===== config.mk =====
export PLATFORM = sky130hd
export DESIGN_NAME = mem_arbiter
export DESIGN_NICKNAME = d
export VERILOG_FILES = /design/src/rtl/mem_arbiter.sv
export SDC_FILE = /design/constraint.sdc
export NUM_CORES = 1
export LEC_CHECK = 0
export ABC_AREA = 1
export CORE_UTILIZATION = 46
export CTS_BUF_LIST = sky130_fd_sc_hd__clkbuf_16
export CTS_CLUSTER_SIZE = 30
export DETAILED_ROUTE_END_ITERATION = 8
export GPL_TIMING_DRIVEN = 0
export PLACE_DENSITY_LB_ADDON = 0.2
export RECOVER_POWER = 50
export SYNTH_ARGS = -nofsm -noshare
export SYNTH_HDL_FRONTEND = slang
export SYNTH_SLANG_ARGS = --single-unit
export TNS_END_PERCENT = 50

===== constraint.sdc =====
create_clock -name clock -period 3.1 [get_ports clock]
set_input_delay 0.465 -clock clock [delete_from_list [all_inputs] [get_ports clock]]
set_output_delay 0.465 -clock clock [all_outputs]
set_load 0.01 [all_outputs]

===== src/rtl/mem_arbiter.sv =====
// Arbiter sharing one fixed-latency, single-ported memory between instruction fetch and
// the MEM-stage data port. Data requests win, except that fetch is forced through after
// MAX_STARVE consecutive losses to data.
module mem_arbiter #(
    parameter int LAT        = 2,
    parameter int MAX_STARVE = 3
) (
    input  logic        clock,
    input  logic        reset,
    input  logic        if_req,
    input  logic [31:0] if_addr,
    output logic        if_ack,
    output logic [31:0] if_rdata,
    input  logic        d_req,
    input  logic        d_we,
    input  logic [31:0] d_addr,
    input  logic [31:0] d_wdata,
    output logic        d_ack,
    output logic [31:0] d_rdata,
    output logic        mem_en,
    output logic        mem_we,
    output logic [31:0] mem_addr,
    output logic [31:0] mem_wdata,
    input  logic [31:0] mem_rdata,
    output logic        stall,
    output logic        busy
);

    typedef enum logic [1:0] {IDLE, ACCESS, RESP} state_t;

    state_t      state, state_n;
    logic [3:0]  wait_cnt, wait_cnt_n;
    logic [3:0]  starve_cnt, starve_cnt_n;
    logic        owner, owner_n;          // 1 = data port owns the current transaction
    logic        own_we, own_we_n;
    logic        mem_en_n, mem_we_n, if_ack_n, d_ack_n, busy_n;
    logic [31:0] mem_addr_n, mem_wdata_n, if_rdata_n, d_rdata_n;
    logic        fetch_win;
    logic [31:0] sel_addr;
    logic        unused_addr_bits;

    // Byte-offset bits are dropped: only word-aligned accesses are supported.
    assign unused_addr_bits = ^{if_addr[1:0], d_addr[1:0], sel_addr[1:0]};

    assign stall = (if_req & ~if_ack) | (d_req & ~d_ack);

    assign fetch_win = if_req & (~d_req | (starve_cnt >= 4'(MAX_STARVE)));
    assign sel_addr  = fetch_win ? if_addr : d_addr;

    always_ff @(posedge clock or negedge reset) begin
        if (!reset) begin
            state      <= IDLE;
            wait_cnt   <= '0;
            starve_cnt <= '0;
            owner      <= 1'b0;
            own_we     <= 1'b0;
            mem_en     <= 1'b0;
            mem_we     <= 1'b0;
            mem_addr   <= '0;
            mem_wdata  <= '0;
            if_ack     <= 1'b0;
            d_ack      <= 1'b0;
            if_rdata   <= '0;
            d_rdata    <= '0;
            busy       <= 1'b0;
        end else begin
            state      <= state_n;
            wait_cnt   <= wait_cnt_n;
            starve_cnt <= starve_cnt_n;
            owner      <= owner_n;
            own_we     <= own_we_n;
            mem_en     <= mem_en_n;
            mem_we     <= mem_we_n;
            mem_addr   <= mem_addr_n;
            mem_wdata  <= mem_wdata_n;
            if_ack     <= if_ack_n;
            d_ack      <= d_ack_n;
            if_rdata   <= if_rdata_n;
            d_rdata    <= d_rdata_n;
            busy       <= busy_n;
        end
    end

    always_comb begin
        state_n      = state;
        wait_cnt_n   = wait_cnt;
        starve_cnt_n = starve_cnt;
        owner_n      = owner;
        own_we_n     = own_we;
        mem_en_n     = mem_en;
        mem_we_n     = mem_we;
        mem_addr_n   = mem_addr;
        mem_wdata_n  = mem_wdata;
        if_ack_n     = 1'b0;
        d_ack_n      = 1'b0;
        if_rdata_n   = if_rdata;
        d_rdata_n    = d_rdata;
        busy_n       = busy;

        case (state)
            IDLE: begin
                if (if_req || d_req) begin
                    owner_n     = ~fetch_win;
                    own_we_n    = fetch_win ? 1'b0 : d_we;
                    mem_en_n    = 1'b1;
                    mem_we_n    = fetch_win ? 1'b0 : d_we;
                    mem_addr_n  = {2'b00, sel_addr[31:2]};
                    mem_wdata_n = fetch_win ? 32'h0 : d_wdata;
                    busy_n      = 1'b1;
                    wait_cnt_n  = '0;
                    state_n     = ACCESS;
                    // Only a loss to data while fetch is waiting counts as starvation.
                    if (fetch_win)
                        starve_cnt_n = '0;
                    else if (if_req)
                        starve_cnt_n = starve_cnt + 4'd1;
                end
            end
            ACCESS: begin
                mem_we_n   = 1'b0;
                wait_cnt_n = wait_cnt + 4'd1;
                if (wait_cnt == 4'(LAT - 1)) begin
                    mem_en_n = 1'b0;
                    state_n  = RESP;
                    if (owner) begin
                        d_ack_n   = 1'b1;
                        d_rdata_n = own_we ? 32'h0 : mem_rdata;
                    end else begin
                        if_ack_n   = 1'b1;
                        if_rdata_n = mem_rdata;
                    end
                end
            end
            RESP: begin
                busy_n  = 1'b0;
                state_n = IDLE;
            end
            default: state_n = IDLE;
        endcase
    end

endmodule

* After elaboration in Yosys (flattened, before gate mapping)
Index checks and enable logic that the tools add are counted.
** Cells by class
- Equal/unequal tests :: 5
- Add/sub/neg operators :: 2
- Mux-type cells :: 23
- Bitwise operators :: 10
- Order comparisons :: 1
- Reductions and logical operators :: 13
** Operator list (count)
- $mux 32 :: 3
- $mux 4 :: 3
- $reduce_and 3->1 :: 4
- $mux 1 :: 10
- $add 4x1->4 const B :: 2
- $pmux 4 s2 :: 1
- $reduce_and 2->1 :: 4
- $pmux 1 s2 :: 3
- $reduce_bool 2->1 :: 3
- $not 1->1 :: 5
- $eq 4x1->1 const B :: 1
- $ge 4x2->1 const B :: 1
- $mux 2 :: 2
- $ne 2x2->1 const B :: 2
- $pmux 2 s2 :: 1
- $and 1x1->1 :: 3
- $eq 2x1->1 const B :: 1
- $eq 2x2->1 const B :: 1
- $logic_not 2->1 :: 1
- $or 1x1->1 :: 2
- $logic_or 1x1->1 :: 1
** Storage, ports and cells
- Input bits :: 133
- Word-level logic and storage cells :: 68
- Bits in registers :: 143
- Output and inout bits :: 134

* Logic depth before layout (Yosys ltp)
Gate-level depths: netlist of the first run.
- Word-level depth :: 6
- Gate-level depth with buffers :: 9
- Gate-level depth less buffers :: 8

* Worst setup path before layout of the first run
No wires, ideal clock.
- Kind :: register to register
- From :: register starve_cnt[0]
- To :: register mem_addr[25]
- Clock period less this slack :: 1427 ps
- Arrival time :: 1309 ps
- Path buffers :: 2
- Stages on the path, launching flop included :: 10
- Required time :: 2982 ps
- Setup slack :: 1673 ps
- Library setup time :: 118 ps
- Cell sequence :: dfrtp_1 > ha_1 > nor2_1 > nand2_1 > nand2_1 > buf_2 > buf_2 > nand2_1 > nand3_1 > nand2_1
** Between the ends
- Word-level cells in the longest chain between the ends :: 4
** Ends and longest elaborated chain
- start: declaration :: RTL line 33 : logic [3:0] starve_cnt, starve_cnt_n;
- start signal: assignment :: RTL line 69 : starve_cnt <= starve_cnt_n;
- $ge 4x2->1 :: RTL line 47 : assign fetch_win = if_req & (~d_req | (starve_cnt >= 4'(MAX_STARVE)));
- $or 1x1->1 :: RTL line 47
- $and 1x1->1 :: RTL line 47
- $mux 32 :: RTL line 48 : assign sel_addr = fetch_win ? if_addr : d_addr;
- end signal: assignment :: RTL line 74 : mem_addr <= mem_addr_n;
- end: declaration :: RTL line 22 : output logic [31:0] mem_addr,
Every way passes these cells.
A chain may end at the register's enable or synchronous reset.

* Worst setup path after layout of the first run
- From :: input if_req
- To :: output stall
** Between the ends
- Word-level cells in the longest chain between the ends :: 2
** Ends and longest elaborated chain
- start: declaration :: RTL line 10 : input logic if_req,
- $and 1x1->1 :: RTL line 45 : assign stall = (if_req & ~if_ack) | (d_req & ~d_ack);
- $or 1x1->1 :: RTL line 45
- end: declaration :: RTL line 25 : output logic stall,
Every way passes these cells.

==> results.txt, run 1 <==
----------------------------------------------------
[Critical path]
  Critical path capture point type ... primary output
  Setup slack of the most critical reg-to-reg path ... 1.04 ns
  Required time at the worst-slack endpoint ... 2.63 ns
  Data arrival time of the worst path ... 2.09 ns
  Kind of critical path ... input pin to primary output
  Crit start category ... input pin
  Worst-path fanout max ... 5

[Power and ir drop]
  Peak VDD IR ... 0.000604 V
  Total leakage power ... 0.00487 uW
  Power per cell area ... 994 nW/um^2
  Final Power ... 9510 uW

[Route]
  Drt first pass iters ... 5
  Final routed DRC violation total ... 0
  Wire length the detailed router placed on met1 ... 7420 um
  Via-per-instance ratio ... 4.88
  Drt initial violations ... 343
  Average detailed-routed wire length per instance ... 14.8 um
  Total wirelength of the detailed-routed design ... 18000 um
  Wire length on met2 ... 8550 um
  Post-route ant nets ... 0
  Uppermost metal layer occupied by signal nets ... met4
  Routed length on met3 ... 1640 um
  Routed via count ... 5945

[Cells and area]
  Final core utilization ... 74.6%
  Share of layout cells above drive strength 1 ... 4.50%
  Synth-to-Final Area Change ... 55.8%
  Sequential Area ... 3580 um^2
  Count of inserted antenna diode cells ... 0
  Multi-input gate area in the final layout ... 2050 um^2
  Non-Filler Instances ... 1217
  Fill cell count ... 998
  NumNets Final ... 1169

[Clock network]
  CTS HTree Levels ... 4
  CTS clk-pin slew, worst paths ... 0.05 ns
  Clk_lat worst skew ... 0.42 ns
  Total number of clock tree sinks ... 143
  Clock root cell ... clkbuf_16
  Post-CTS Hold Buffers ... 0
  Number of CTS-inserted buffers ... 17
  Buffer levels on the longest clock path ... 2
  TritonCTS clock tree ... yes
  # Post-CTS Setup Buffers ... 0
  Number of instances resized during post-cts repair ... 0

[Synth]
  Proportion of synthesized chip area in sequential cells ... 58.3%
  Number of instances in the synthesized netlist ... 752
  Number of enable-type register cells in the synthesized netlist ... 0
  Count of distinct cell types in the synthesized netlist ... 21
  Register bit total from synthesis ... 143
  Netlist area before placement ... 6140 um^2
  Average cell area after synthesis ... 8.17 um^2
  Async set-or-reset flop fraction in the synthesized netlist ... 100%
  Ys Warns ... 0
  Top_reg_cell synth ... dfrtp_1

[Die]
  Count of pins on the block boundary ... 267
  CORE AREA ... 12800 um^2
  Die area ... 13800 um^2
  Initial Utilization ... 47.9%
  Count of standard-cell rows ... 41
  Floorplan die width ... 118 um
  Die Span Y ... 118 um

[Timing]
  Highest clock rate ... 0.391 GHz
  Min Tclk post-route ... 2.56 ns
  Setup Skew ... 0.0103 ns
  Relative slew margins ... -22.1%
  Number of setup violations in the final report ... 0
  Worst-Margin Slew ... 1.83 ns
  Final worst setup slack ... 0.540 ns
  Number of hold violations in the final report ... 0
  RSZ-0062 raised after global routing ... false
  Number of pins exceeding their max-slew limit in the final report ... 72
  Part of the cycle the worst path needs ... 82.6%

[Placed design]
  Final GP Congestion ... 0.872
  Total instance count after detailed placement ... 1186
  HPWL after DPL ... 13000 um
  Port bufs ... 260
  Setup slack at placement ... 0.662 ns

[Run]
  Max cap viols ... 1

[Global routing]
  Total congestion overflow ... 0
  Vias in the first global route ... 5920
  Maximum number of pins on one net before global-route repair ... 73
  Overall Global Routing Usage ... 27.3%
  Initial antenna violation count ... 0
  Wire length of the first global-routing pass ... 29600 um

[Run status]
  Failing checks ... capacitance limit, slew limit
  Outcome ... finished with violations

[Worst hold path]
  Path type of the worst min-delay path ... flip-flop to flip-flop

----------------------------------------------------
==> path summary, 6_finish.rpt <==
path                               from           end  cells past startpoint
setup / recovery                 if_req         stall                      4
hold / removal             mem_addr[13]  mem_addr[13]                      2
setup reg to reg            wait_cnt[1]  if_rdata[23]                      9
hold reg to reg            mem_addr[13]  mem_addr[13]                      2
max in group asynchronous         reset  mem_wdata[0]                      1
min in group asynchronous         reset  if_rdata[21]                      1
==> Yosys cell counts (2+ instances only) <==
cell / instances / share of area (%)
a21oi_1: 2 / 0.16
ha_1: 3 / 0.61
dfrtp_1: 143 / 58
buf_2: 16 / 1.3
o21ai_0: 37 / 3.0
nand3_1: 97 / 7.9
nor2_1: 10 / 0.61
o21bai_1: 2 / 0.24
nor2_2: 2 / 0.20
clkbuf_1: 22 / 1.3
inv_1: 75 / 4.6
buf_4: 6 / 0.73
inv_2: 4 / 0.24
nand2_1: 324 / 20
o21ai_1: 3 / 0.24
==> placed cells by master (no fill, tap or decap), types with 2 or more instances in the layout <==
master	count
bufinv_16	4
ha_1	3
buf_4	5
o21ai_0	40
a21oi_1	3
nand2_1	324
nand3_1	98
conb_1	2
clkinv_4	2
clkbuf_1	29
o21bai_1	2
buf_2	10
clkbuf_16	17
dlygate4sd3_1	28
nor2_1	11
inv_2	2
inv_1	80
dfrtp_1	143
clkinvlp_4	2
clkinv_2	2
clkdlybuf4s50_1	231
==> cells by family after synthesis <==
group,Yosys count,synth area share [%]
fa+ha+maj,3,0.611
xor+xnor,1,0.143
flops,143,58.3
simple gates,434,28.7
other cells,1,0.0611
compound gates,47,4.01
buf+inv,123,8.21
==> power breakdown <==
group | total [uW] | switching [uW] | internal, uW
Clock | 2090 | 761 | 1330
Sequential | 3200 | 457 | 2740
Combinational | 4220 | 2160 | 2060
Total | 9510 | 3380 | 6130
==> area by class of cell <==
type | count | area share (%)
flip-flops and latches | 143 | 37.4
repair buffers | 261 | 27.4
multi-input cells | 487 | 21.4
clock buffers | 17 | 4.45
inverters | 79 | 3.10
well taps | 172 | 2.25
plain buffers | 44 | 2.05
clock inverters | 14 | 1.86
==> sequential cells by signal, indices dropped and copies added, names as in the netlist <==
| register | count |
|---|---|
| busy | 1 |
| if_ack | 1 |
| mem_addr | 30 |
| owner | 1 |
| mem_we | 1 |
| mem_wdata | 32 |
| own_we | 1 |
| state | 2 |
| starve_cnt | 4 |
| wait_cnt | 4 |
| mem_en | 1 |
| d_rdata | 32 |
| if_rdata | 32 |
| d_ack | 1 |
==> layer usage <==
metal  vias to the layer above  global-route usage, %
li1                       2884                      -
met1                      2789                   33.6
met2                       242                   44.7
met3                        30                   8.82
met4                         0                   10.7
met5                         -                      0
==> through the flow <==
step	hold slack [ns]	area (um^2)	setup TNS, ns
floorplan	0.169	6140	0
global placement	0.461	8960	-595.55
detailed placement	0.464	8990	0
CTS	0.0803	9590	0
global route	0.483	9570	0
finish	0.470	9570	0
==> worst max-delay path, stage by stage <==
cell             delay, ns
dlygate4sd3_1         0.69
inv_1                 0.17
o22ai_1               0.17
clkdlybuf4s50_1       0.59
Note: power is estimated with default switching activity, not from simulation.
==> inputs of run 2 (changes only) <==
--- a/config.mk
+++ b/config.mk
@@ -6,7 +6,7 @@
 export NUM_CORES = 1
 export LEC_CHECK = 0
 export ABC_AREA = 1
-export CORE_UTILIZATION = 46
+export CORE_UTILIZATION = 38
 export CTS_BUF_LIST = sky130_fd_sc_hd__clkbuf_16
 export CTS_CLUSTER_SIZE = 30
 export DETAILED_ROUTE_END_ITERATION = 8
==> constraint.sdc (replaced) <==
create_clock -name clock -period 2.1 [get_ports clock]
set_input_delay 0.315 -clock clock [delete_from_list [all_inputs] [get_ports clock]]
set_output_delay 0.315 -clock clock [all_outputs]
set_load 0.01 [all_outputs]
==> run 2 against run 1 <==
Core utilization decreased by 14 points. Non-clock buffer count unchanged. The run now ends clean. First-iteration DRC count decreased by 35%. Via count decreased by 3.7%. Highest routed layer unchanged. Wire length increased by 1.2%. Final area increased by 0.33%. Register-to-register slack got worse by 0.73 ns. Sequential share of layout area decreased by 0.12 points. Critical path depth unchanged. Sequential power increased by 47%. Largest cell class unchanged. Total power increased by 44%.
==> results.txt, run 2 (synthesis results as in run 1) <==
----------------------------------------------------
[Critical path]
  Reg2reg path depth ... 7
  Data arrival time of the worst path ... 1.55 ns
  Worst-path fanout max ... 4
  Setup slack of the most critical reg-to-reg path ... 0.31 ns
  Capture instance of the worst register-to-register path ... mem_wdata[0]
  Crit start category ... input pin
  Required time at the worst-slack endpoint ... 1.78 ns
  Kind of critical path ... input pin to primary output
  Launch point of the worst reg-to-reg path ... state[0]
  Critical path capture point type ... primary output

[Timing]
  Total negative setup slack ... 0 ns
  Worst-Margin Slew ... 1.28 ns
  Part of the cycle the worst path needs ... 88.7%
  Relative slew margins ... 14.4%
  Final worst setup slack ... 0.238 ns
  Setup Skew ... 0.0141 ns
  Number of hold violations in the final report ... 0
  Highest clock rate ... 0.537 GHz
  RSZ-0062 raised after global routing ... false
  Min Tclk post-route ... 1.86 ns
  Number of pins exceeding their max-slew limit in the final report ... 0
  Number of setup violations in the final report ... 0

[Run status]
  Outcome ... complete, no violations

[Cells and area]
  Largest registers ranked by flip-flop count ... d_rdata (32), if_rdata (32), mem_wdata (32)
  Most common cell after layout, fill and taps aside ... nand2_1
  Count of inserted antenna diode cells ... 0
  Non-Filler Instances ... 1261
  NumNets Final ... 1169
  Commonest cells after routing, fill and taps aside ... nand2_1 (324), clkdlybuf4s50_1 (205), dfrtp_1 (143)
  Synth-to-Final Area Change ... 56.3%
  Share of layout cells above drive strength 1 ... 5.55%
  Fill cell count ... 1442

[Die]
  Initial Utilization ... 38.8%
  CORE AREA ... 15800 um^2
  Die Span Y ... 129 um
  Die area ... 16700 um^2
  Count of standard-cell rows ... 46
  Floorplan die width ... 129 um
  Count of pins on the block boundary ... 267

[Global routing]
  Initial antenna violation count ... 0
  Wire length of the first global-routing pass ... 29200 um
  Maximum number of pins on one net before global-route repair ... 91
  Total congestion overflow ... 0
  Overall Global Routing Usage ... 22.9%
  Vias in the first global route ... 5721

[Route]
  Total wirelength of the detailed-routed design ... 18200 um
  Drt initial violations ... 223
  Drt first pass iters ... 7
  Final routed DRC violation total ... 0
  Average detailed-routed wire length per instance ... 14.5 um
  Routed via count ... 5724
  Via-per-instance ratio ... 4.54
  Post-route ant nets ... 0

[Placed design]
  HPWL after DPL ... 13400 um
  Total instance count after detailed placement ... 1230
  Port bufs ... 260
  Setup slack at placement ... -0.0699 ns
  Final GP Congestion ... 0.796

[Clock network]
  TritonCTS clock tree ... yes
  Number of instances resized during post-cts repair ... 1
  Buffer levels on the longest clock path ... 2
  Total number of clock tree sinks ... 143
  Number of CTS-inserted buffers ... 17
  Post-CTS Hold Buffers ... 0
  CTS clk-pin slew, worst paths ... 0.06 ns
  Clk_lat worst skew ... 0.41 ns
  Clock root cell ... clkbuf_16
  # Post-CTS Setup Buffers ... 0
  CTS HTree Levels ... 4

[Power and ir drop]
  Total leakage power ... 0.00490 uW
  Final Power ... 13700 uW
  Peak VDD IR ... 0.000733 V
  Power per cell area ... 1430 nW/um^2

[Worst hold path]
  Path type of the worst min-delay path ... input pin to async pin

[Run]
  Max cap viols ... 0

----------------------------------------------------
## run 2: worst max path at each step
| stage | end | slack [ns] | depth (start not counted) | startpoint |
|---|---|---|---|---|
| 6_report | stall | 0.24 | 4 | d_req |
| 4_1_cts | stall | 0.22 | 4 | d_req |
| 5_1_grt | mem_addr[22] | 0.11 | 7 | state[0] |
| 3_3_place_gp | mem_addr[8] | -5.26 | 1 | reset |
| 2_1_floorplan | mem_addr[25] | 0.67 | 9 | starve_cnt[0] |
| 3_5_place_dp | mem_addr[4] | -0.07 | 7 | if_req |
## run 2: layout make-up
class | count | area (um^2) | share of cell area, %
plain buffers | 44 | 208 | 2.16
clock buffers | 17 | 425 | 4.43
clock inverters | 14 | 141 | 1.47
inverters | 79 | 297 | 3.09
multi-input cells | 487 | 2050 | 21.4
flip-flops and latches | 143 | 3580 | 37.3
well taps | 216 | 270 | 2.82
repair buffers | 261 | 2630 | 27.4
## run 2: routing by layer
layer	part of all wire [%]	GRT usage, %
met5	0	0
met4	0.67	6.09
met2	46	37.0
met1	42	27.6
met3	11	10.3
## run 2: power breakdown
group | total, uW | internal, uW | switching, uW
sequential | 4690 | 4040 | 644
clock | 2900 | 1740 | 1160
combinational | 6130 | 2970 | 3150
## run 2: per-stage QoR
stage	cell area, um^2	util, %	hold slack [ns]
3_5_place_dp	9050	57.2	0.464
6_report	9600	60.6	0.201
3_3_place_gp	9020	57.0	0.461
2_1_floorplan	6140	-	0.0194
5_1_grt	9600	60.6	0.301
4_1_cts	9610	60.7	0.00847
## run 2: critical path: stages
cell and delay (ns):
clkdlybuf4s50_1 0.47, inv_2 0.07, o22ai_1 0.13, clkdlybuf4s50_1 0.55
==> inputs of run 3 (changes only) <==
--- a/config.mk
+++ b/config.mk
@@ -10,9 +10,11 @@
 export CTS_BUF_LIST = sky130_fd_sc_hd__clkbuf_16
 export CTS_CLUSTER_SIZE = 30
 export DETAILED_ROUTE_END_ITERATION = 8
+export GPL_ROUTABILITY_DRIVEN = 0
 export GPL_TIMING_DRIVEN = 0
 export PLACE_DENSITY_LB_ADDON = 0.2
 export RECOVER_POWER = 50
+export SKIP_LAST_GASP = 1
 export SYNTH_ARGS = -nofsm -noshare
 export SYNTH_HDL_FRONTEND = slang
 export SYNTH_SLANG_ARGS = --single-unit
==> results of run 3 <==
No change in the layout: final DEF, timing and power equal those of run 2.
